==> src/rtl/logic_unit_pipe.sv <==
// Single-stage bitwise logic unit with valid/ready handshake, an internal
// accumulator usable as operand B, and a saturating accepted-bundle counter.
module logic_unit_pipe #(
  parameter int WIDTH = 8,
  parameter int CNT_W = 16
) (
  input  logic             clk,
  input  logic             rst_n,
  input  logic             in_valid,
  output logic             in_ready,
  input  logic [WIDTH-1:0] a,
  input  logic [WIDTH-1:0] b,
  input  logic [2:0]       op,
  input  logic             acc_mode,
  input  logic             clear,
  output logic             out_valid,
  input  logic             out_ready,
  output logic [WIDTH-1:0] result,
  output logic             zero,
  output logic             ones,
  output logic [CNT_W-1:0] count
);

  typedef enum logic [2:0] {
    OP_NOT_A = 3'b000,
    OP_PASS_A = 3'b001,
    OP_XNOR  = 3'b010,
    OP_XOR   = 3'b011,
    OP_OR    = 3'b100,
    OP_NOR   = 3'b101,
    OP_AND   = 3'b110,
    OP_NAND  = 3'b111
  } op_e;

  localparam logic [CNT_W-1:0] CNT_MAX = '1;

  logic             out_valid_q, out_valid_d;
  logic [WIDTH-1:0] result_q,    result_d;
  logic             zero_q,      zero_d;
  logic             ones_q,      ones_d;
  logic [WIDTH-1:0] acc_q,       acc_d;
  logic [CNT_W-1:0] count_q,     count_d;

  logic             accept;
  logic [WIDTH-1:0] b_eff;
  logic [WIDTH-1:0] calc;

  // A held result only blocks input while downstream is stalled, so a
  // continuous stream moves one bundle per cycle with no bubble.
  assign in_ready = !out_valid_q || out_ready;
  assign accept   = in_valid && in_ready;

  // NOTE: every signal written in an always_comb gets a default first, so no
  // path leaves it unassigned and no latch is inferred.
  always_comb begin
    b_eff = b;
    if (acc_mode) begin
      b_eff = clear ? '0 : acc_q;
    end
  end

  always_comb begin
    calc = '0;
    unique case (op_e'(op))
      OP_NOT_A:  calc = ~a;
      OP_PASS_A: calc = a;
      OP_XNOR:   calc = ~(a ^ b_eff);
      OP_XOR:    calc = a ^ b_eff;
      OP_OR:     calc = a | b_eff;
      OP_NOR:    calc = ~(a | b_eff);
      OP_AND:    calc = a & b_eff;
      OP_NAND:   calc = ~(a & b_eff);
      default:   calc = '0;
    endcase
  end

  always_comb begin
    out_valid_d = out_valid_q;
    result_d    = result_q;
    zero_d      = zero_q;
    ones_d      = ones_q;
    acc_d       = acc_q;
    count_d     = count_q;

    if (accept) begin
      out_valid_d = 1'b1;
      result_d    = calc;
      zero_d      = (calc == '0);
      ones_d      = (calc == '1);
      acc_d       = calc;
      if (count_q != CNT_MAX) begin
        count_d = count_q + 1'b1;
      end
    end else begin
      if (out_ready) begin
        out_valid_d = 1'b0;
      end
      // A clear that coincides with an accept is already folded into b_eff.
      if (clear) begin
        acc_d = '0;
      end
    end
  end

  // NOTE: sequential state uses non-blocking assignments so every flop samples
  // its _d value from before the edge, independent of statement order.
  always_ff @(posedge clk or negedge rst_n) begin
    if (!rst_n) begin
      out_valid_q <= 1'b0;
      result_q    <= '0;
      zero_q      <= 1'b1;
      ones_q      <= 1'b0;
      acc_q       <= '0;
      count_q     <= '0;
    end else begin
      out_valid_q <= out_valid_d;
      result_q    <= result_d;
      zero_q      <= zero_d;
      ones_q      <= ones_d;
      acc_q       <= acc_d;
      count_q     <= count_d;
    end
  end

  assign out_valid = out_valid_q;
  assign result    = result_q;
  assign zero      = zero_q;
  assign ones      = ones_q;
  assign count     = count_q;

endmodule

==> config.mk <==
export PLATFORM = sky130hd
export DESIGN_NAME = logic_unit_pipe
export DESIGN_NICKNAME = d
export VERILOG_FILES = /design/src/rtl/logic_unit_pipe.sv
export SDC_FILE = /design/constraint.sdc
export NUM_CORES = 1
export LEC_CHECK = 0
export ABC_AREA = 1
export CAP_MARGIN = 40
export CORE_MARGIN = 3
export CORE_UTILIZATION = 45
export CTS_CLUSTER_DIAMETER = 50
export DETAILED_ROUTE_END_ITERATION = 16
export GPL_ROUTABILITY_DRIVEN = 0
export HOLD_SLACK_MARGIN = 0.06
export PLACE_DENSITY = 0.68
export SYNTH_ARGS = -nofsm -noshare
export SYNTH_HDL_FRONTEND = slang
export SYNTH_SLANG_ARGS = --single-unit
==> constraint.sdc <==
create_clock -name clk -period 2.3 [get_ports clk]
set_clock_uncertainty 0.1 [all_clocks]
set_input_delay 0.46 -clock clk [delete_from_list [all_inputs] [get_ports clk]]
set_output_delay 0.46 -clock clk [all_outputs]
set_load 0.01 [all_outputs]
* Word level (Yosys, flattened, before mapping)
Cells that the tools add are included.
Operators by class: reduce and logical (&&, ||, !) cells 7, $add $sub $neg 1, bitwise gates (word level) 7, multiplexer cells 6, equal/unequal tests 9
Operator list (count):
- one-hot mux 8 bit (8 select lines) | 1
- NOT 8 bit | 4
- two-way mux 8 bit | 3
- adder 16 x 1 -> 16 bit (second input constant) | 1
- inequality test 16 bit (second input constant) | 1
- == test 3 bit (second input constant) | 4
- bitwise AND 8 bit | 1
- == test 8 bit (second input constant) | 1
- zero test 8 bit | 1
- bitwise OR 8 bit | 1
- XOR 8 bit | 1
- == test 3 x 2 -> 1 bit (second input constant) | 2
- == test 3 x 1 -> 1 bit (second input constant) | 1
- zero test 3 bit | 1
- two-way mux 1 bit | 2
- AND reduction 2 bit | 1
- nonzero test 2 bit | 1
- logical AND 1 bit | 1
- zero test 1 bit | 1
- logical OR 1 bit | 1
Word-level totals: flip-flop bits (word level) 35

* Logic depth before layout (Yosys ltp)
depth in word-level cells 6, mapped depth 16, mapped depth without buffers 15

* Least setup slack after synthesis
Ideal clock, no wire load.
path kind input-to-reg, from input port clear, to register zero_q, in the netlist zero, data required time 2139 ps, stages 16, slack 166 ps, buffers on the path 1, arrival time 1973 ps, path through inv_1 > clkbuf_1 > nand3_1 > o21ai_0 > inv_1 > ha_1 > inv_1 > nand3_1 > nand2_1 > nor2_1 > nand3_1 > inv_1 > nand2_1 > nor2_1 > nand2_1 > nand2_1
Between the ends: cells in the longest elaborated chain, start to end 6
Ends and longest elaborated chain:
- start: declaration | RTL line 15 | input logic clear,
- two-way mux 8 bit (*)
- two-way mux 8 bit (*) | RTL line 57 | if (acc_mode) begin
- bitwise AND 8 bit, or another cell as far along | RTL line 71, 72
- NOT 8 bit (on tied branches) | RTL line 72, 67, 70
- one-hot mux 8 bit (8 select lines) (*) | RTL line 64 | unique case (op_e'(op))
- zero test 8 bit (*) | RTL line 88 | zero_d = (calc == '0);
- end signal: assignment | RTL line 118 | zero_q <= zero_d;
- end: declaration | RTL line 39 | logic zero_q, zero_d;
Every way passes the cells marked *; elsewhere a longest branch is shown, timed or not. A chain may end at the register's enable or synchronous reset.

* Final worst setup path
from input port b[7], to register zero_q, in the netlist zero
Between the ends: cells in the longest elaborated chain, start to end 5
Ends and longest elaborated chain:
- start: declaration | RTL line 12 | input logic [WIDTH-1:0] b,
- two-way mux 8 bit (*) | RTL line 57
- bitwise AND 8 bit, or another cell as far along | RTL line 71, 72
- NOT 8 bit (on tied branches) | RTL line 72, 67, 70
- one-hot mux 8 bit (8 select lines) (*) | RTL line 64
- zero test 8 bit (*) | RTL line 88
Marks and branches as above.

==> metrics.md <==
| Metric | Value |
|---|---|
| Combinational Power Share | `0.395` |
| Synth warnings | `0` |
| Diodes inserted | `0` |
| Mean Syn Cell Area | `6.97 sq um` |
| Dominant synthesized flop cell | `dfrtp_1` |
| Seq/Total Area, Yosys | `0.317` |
| Full die area | `7120 sq um` |
| Tcrit/Tclk final | `0.955` |
| Area Overhead vs Synth | `37.8%` |
| Largest net degree at the start of global routing | `36` |
| GR Util All Layers | `0.217` |
| DRC viols | `0` |
| Synthesized area | `2770 sq um` |
| Post-synth EDFFs | `0` |
| Switching Fraction | `0.348` |
| Power share of the clock group | `0.208` |
| Cells after DPL | `538` |
| Ratio of cells with drive above 1 in the final layout | `0.196` |
| Worst Path Arrival | `2.33 ns` |
| CTS tree | `built` |
| Fillers | `496` |
| Clock slew at the register clock pins of the worst setup and hold paths | `0.07 ns` |
| FF+latch count, synth | `35` |
| Die Ht | `84.4 um` |
| Vias in the first global route | `2810` |
| Register Area | `877 sq um` |
| Routed Antenna Nets | `0` |
| CTS Buffer Depth | `2` |
| Max-cap violations | `0` |
| CP Capture Type | `register` |
| Post-layout util | `0.668` |
| Clock Sinks | `35` |
| Top-area cell type share of the netlist area | `0.308` |
| Fmax | `455 MHz` |
| Crit-path max FO | `2` |
| Distinct cells, synth | `32` |
| # rows | `27` |
| Final setup vio count | `0` |
| Total power | `0.00212 W` |
| First-pass GRT wire length | `13000 um` |
| Total congestion overflow | `0` |
| DR iter-0 viols | `130` |
| Port Buffer Count | `52` |
| RSZ-0062 raised after global routing | `no` |
| Number of top-level pins | `53` |
| H-tree depth | `2` |
| Minimum clock period | `2.20 ns` |
| Worst slew margin | `0.711` |
| Status | `complete, no violations` |
| Min Hold Slack | `0.384 ns` |
| Initial cell density of the core | `0.485` |
| Slew Viols, Final | `0` |
| Core area | `5710 sq um` |
| CTS root buffer | `clkbuf_8` |
| Area of the multi-input gates | `1700 sq um` |
| Detailed-route via count | `2863` |
| Final Hold Fails | `0` |
| Drt via density | `5.19` |
| Power Density | `556 nW/um^2` |
| DRT Wirelength | `7650 um` |
| NumNets Final | `522` |
| Sw Pwr | `0.000738 W` |
| Leak Pwr | `2.00 nW` |
| WL/cell | `13.9 um` |
| DP Area | `3520 sq um` |
| CP Class | `in2reg` |
| Hold Crit Class | `reg2reg` |
| Non-Filler Instances | `552` |
| Cells after Synth | `397` |
| Synth top area cells | `dfrtp_1, nand2_1, nand3_1` |
| Die W | `84.4 um` |
| Hold-fix buffer count after cts | `0` |
| TritonCTS Buffers | `5` |
| Critical Path Source Type | `primary input` |
| Later-pin clock latency in the skew report | `0.28 ns` |
| Post-route cell area | `3810 sq um` |
| FFs w/ async S/R, synth | `1.00` |
| Top cell type by total area after synthesis | `dfrtp_1` |
| Slew of the pin with the lowest slew margin | `0.433 ns` |
| Required @ worst endpoint | `2.43 ns` |
| Antenna violations before repair | `0` |
| Peak supply drop | `0.522 mV` |
| Int Power | `0.00138 W` |
| DPL Wire Length | `5530 um` |
| Syn nets | `439` |
| DR pass1 iterations | `5` |
| Sequential power share | `0.396` |
==> power groups by stage <==
stage | Sequential, W | Combinational [W] | Clock (W)
finish | 0.000841 | 0.000838 | 0.000442
floorplan | 0.000876 | 0.000357 | 0
global route | 0.000861 | 0.000930 | 0.000486
detailed placement | 0.000848 | 0.000776 | 0
global placement | 0.000847 | 0.000764 | 0
CTS | 0.000839 | 0.000789 | 0.000463
==> final timing paths <==
| check | startpoint | end | slack (ns) | cells past startpoint |
|---|---|---|---|---|
| max in group asynchronous | rst_n | zero | 1.28 | 2 |
| min in group asynchronous | rst_n | result[4] | 0.48 | 2 |
| worst min-delay path | zero | zero | 0.38 | 2 |
| worst max register to register | acc_q[7] | zero | 0.40 | 15 |
| worst min register to register | zero | zero | 0.38 | 2 |
| worst max-delay path | b[7] | zero | 0.10 | 16 |
==> cells in the final DEF (no fill, tap or decap), drive strengths merged <==
| master | n |
|---|---|
| xor2 | 10 |
| nor3 | 3 |
| inv | 56 |
| a21oi | 1 |
| xnor2 | 4 |
| clkbuf | 6 |
| nor3b | 1 |
| nand3 | 46 |
| dlygate4sd2 | 1 |
| dfrtp | 34 |
| o21ai | 14 |
| buf | 39 |
| nand3b | 8 |
| nand4 | 24 |
| nor2 | 51 |
| dfstp | 1 |
| clkdlybuf4s50 | 50 |
| dlymetal6s2s | 1 |
| ha | 17 |
| clkinv | 2 |
| nand2 | 111 |
==> cell type report <==
cell class / count / area share
clock buffers: 6 / 0.0217
clock inverters: 1 / 0.00131
flip-flops and latches: 35 / 0.230
well taps: 72 / 0.0236
repair buffers: 91 / 0.218
multi-input cells: 290 / 0.446
inverters: 57 / 0.0587
==> layer usage <==
layer / global-route usage / vias up / routed length (um)
met5: 0 / - / 0
met4: 0.0561 / 0 / 102
met3: 0.0412 / 12 / 457
met2: 0.357 / 98 / 3610
met1: 0.294 / 1326 / 3490
li1: - / 1427 / -
==> critical path, stage by stage <==
cell             delay (ns)
clkdlybuf4s50_1        0.46
inv_1                  0.06
o21ai_2                0.13
buf_4                  0.13
inv_1                  0.04
ha_1                   0.28
inv_1                  0.04
nand3_1                0.07
nand2_1                0.06
nor2_2                 0.11
nand2_2                0.09
nand2_2                0.07
nand3_1                0.08
nor2_1                 0.13
nand2_1                0.06
nand2_1                0.06
==> cell usage after synthesis, types with 3 or more instances <==
cell type and n:
inv_1 52, nor2_1 44, o21ai_0 13, xnor2_1 4, xor2_1 10, nand3_1 45, nand3b_1 8, buf_6 3
nand2_1 108, dfrtp_1 34, nand4_1 24, ha_1 17, buf_2 7, nor2_2 5
==> timing repair <==
item	CTS	global route
endpoints found under the hold margin	0	0
pin swaps	3	14
cloned	1	0
resized for setup	6	39
buffers inserted	3	3
endpoints found under the setup margin	4	12
==> cells by family after synthesis <==
family | count (synthesis) | share of synthesized area
simple gates | 244 | 0.416
compound gates | 15 | 0.0271
fa+ha+maj | 17 | 0.0769
buf+inv | 72 | 0.119
xor+xnor | 14 | 0.0443
flops | 35 | 0.317
==> flip-flops by register name, summed over array words and instances, names as in the netlist <==
signal,flops
out_valid,1
zero,1
ones,1
acc_q,8
result,8
count,16
==> through the flow <==
| stage | worst slack [ns] | setup TNS, ns |
|---|---|---|
| after CTS | 0.00702 | 0 |
| after global placement | -0.391 | -3.92 |
| after detailed placement | -0.449 | -4.54 |
| final | 0.103 | 0 |
| after global routing | 0.0288 | 0 |
| after floorplan | 0.166 | 0 |
Note: power is estimated with default switching activity, not from simulation.
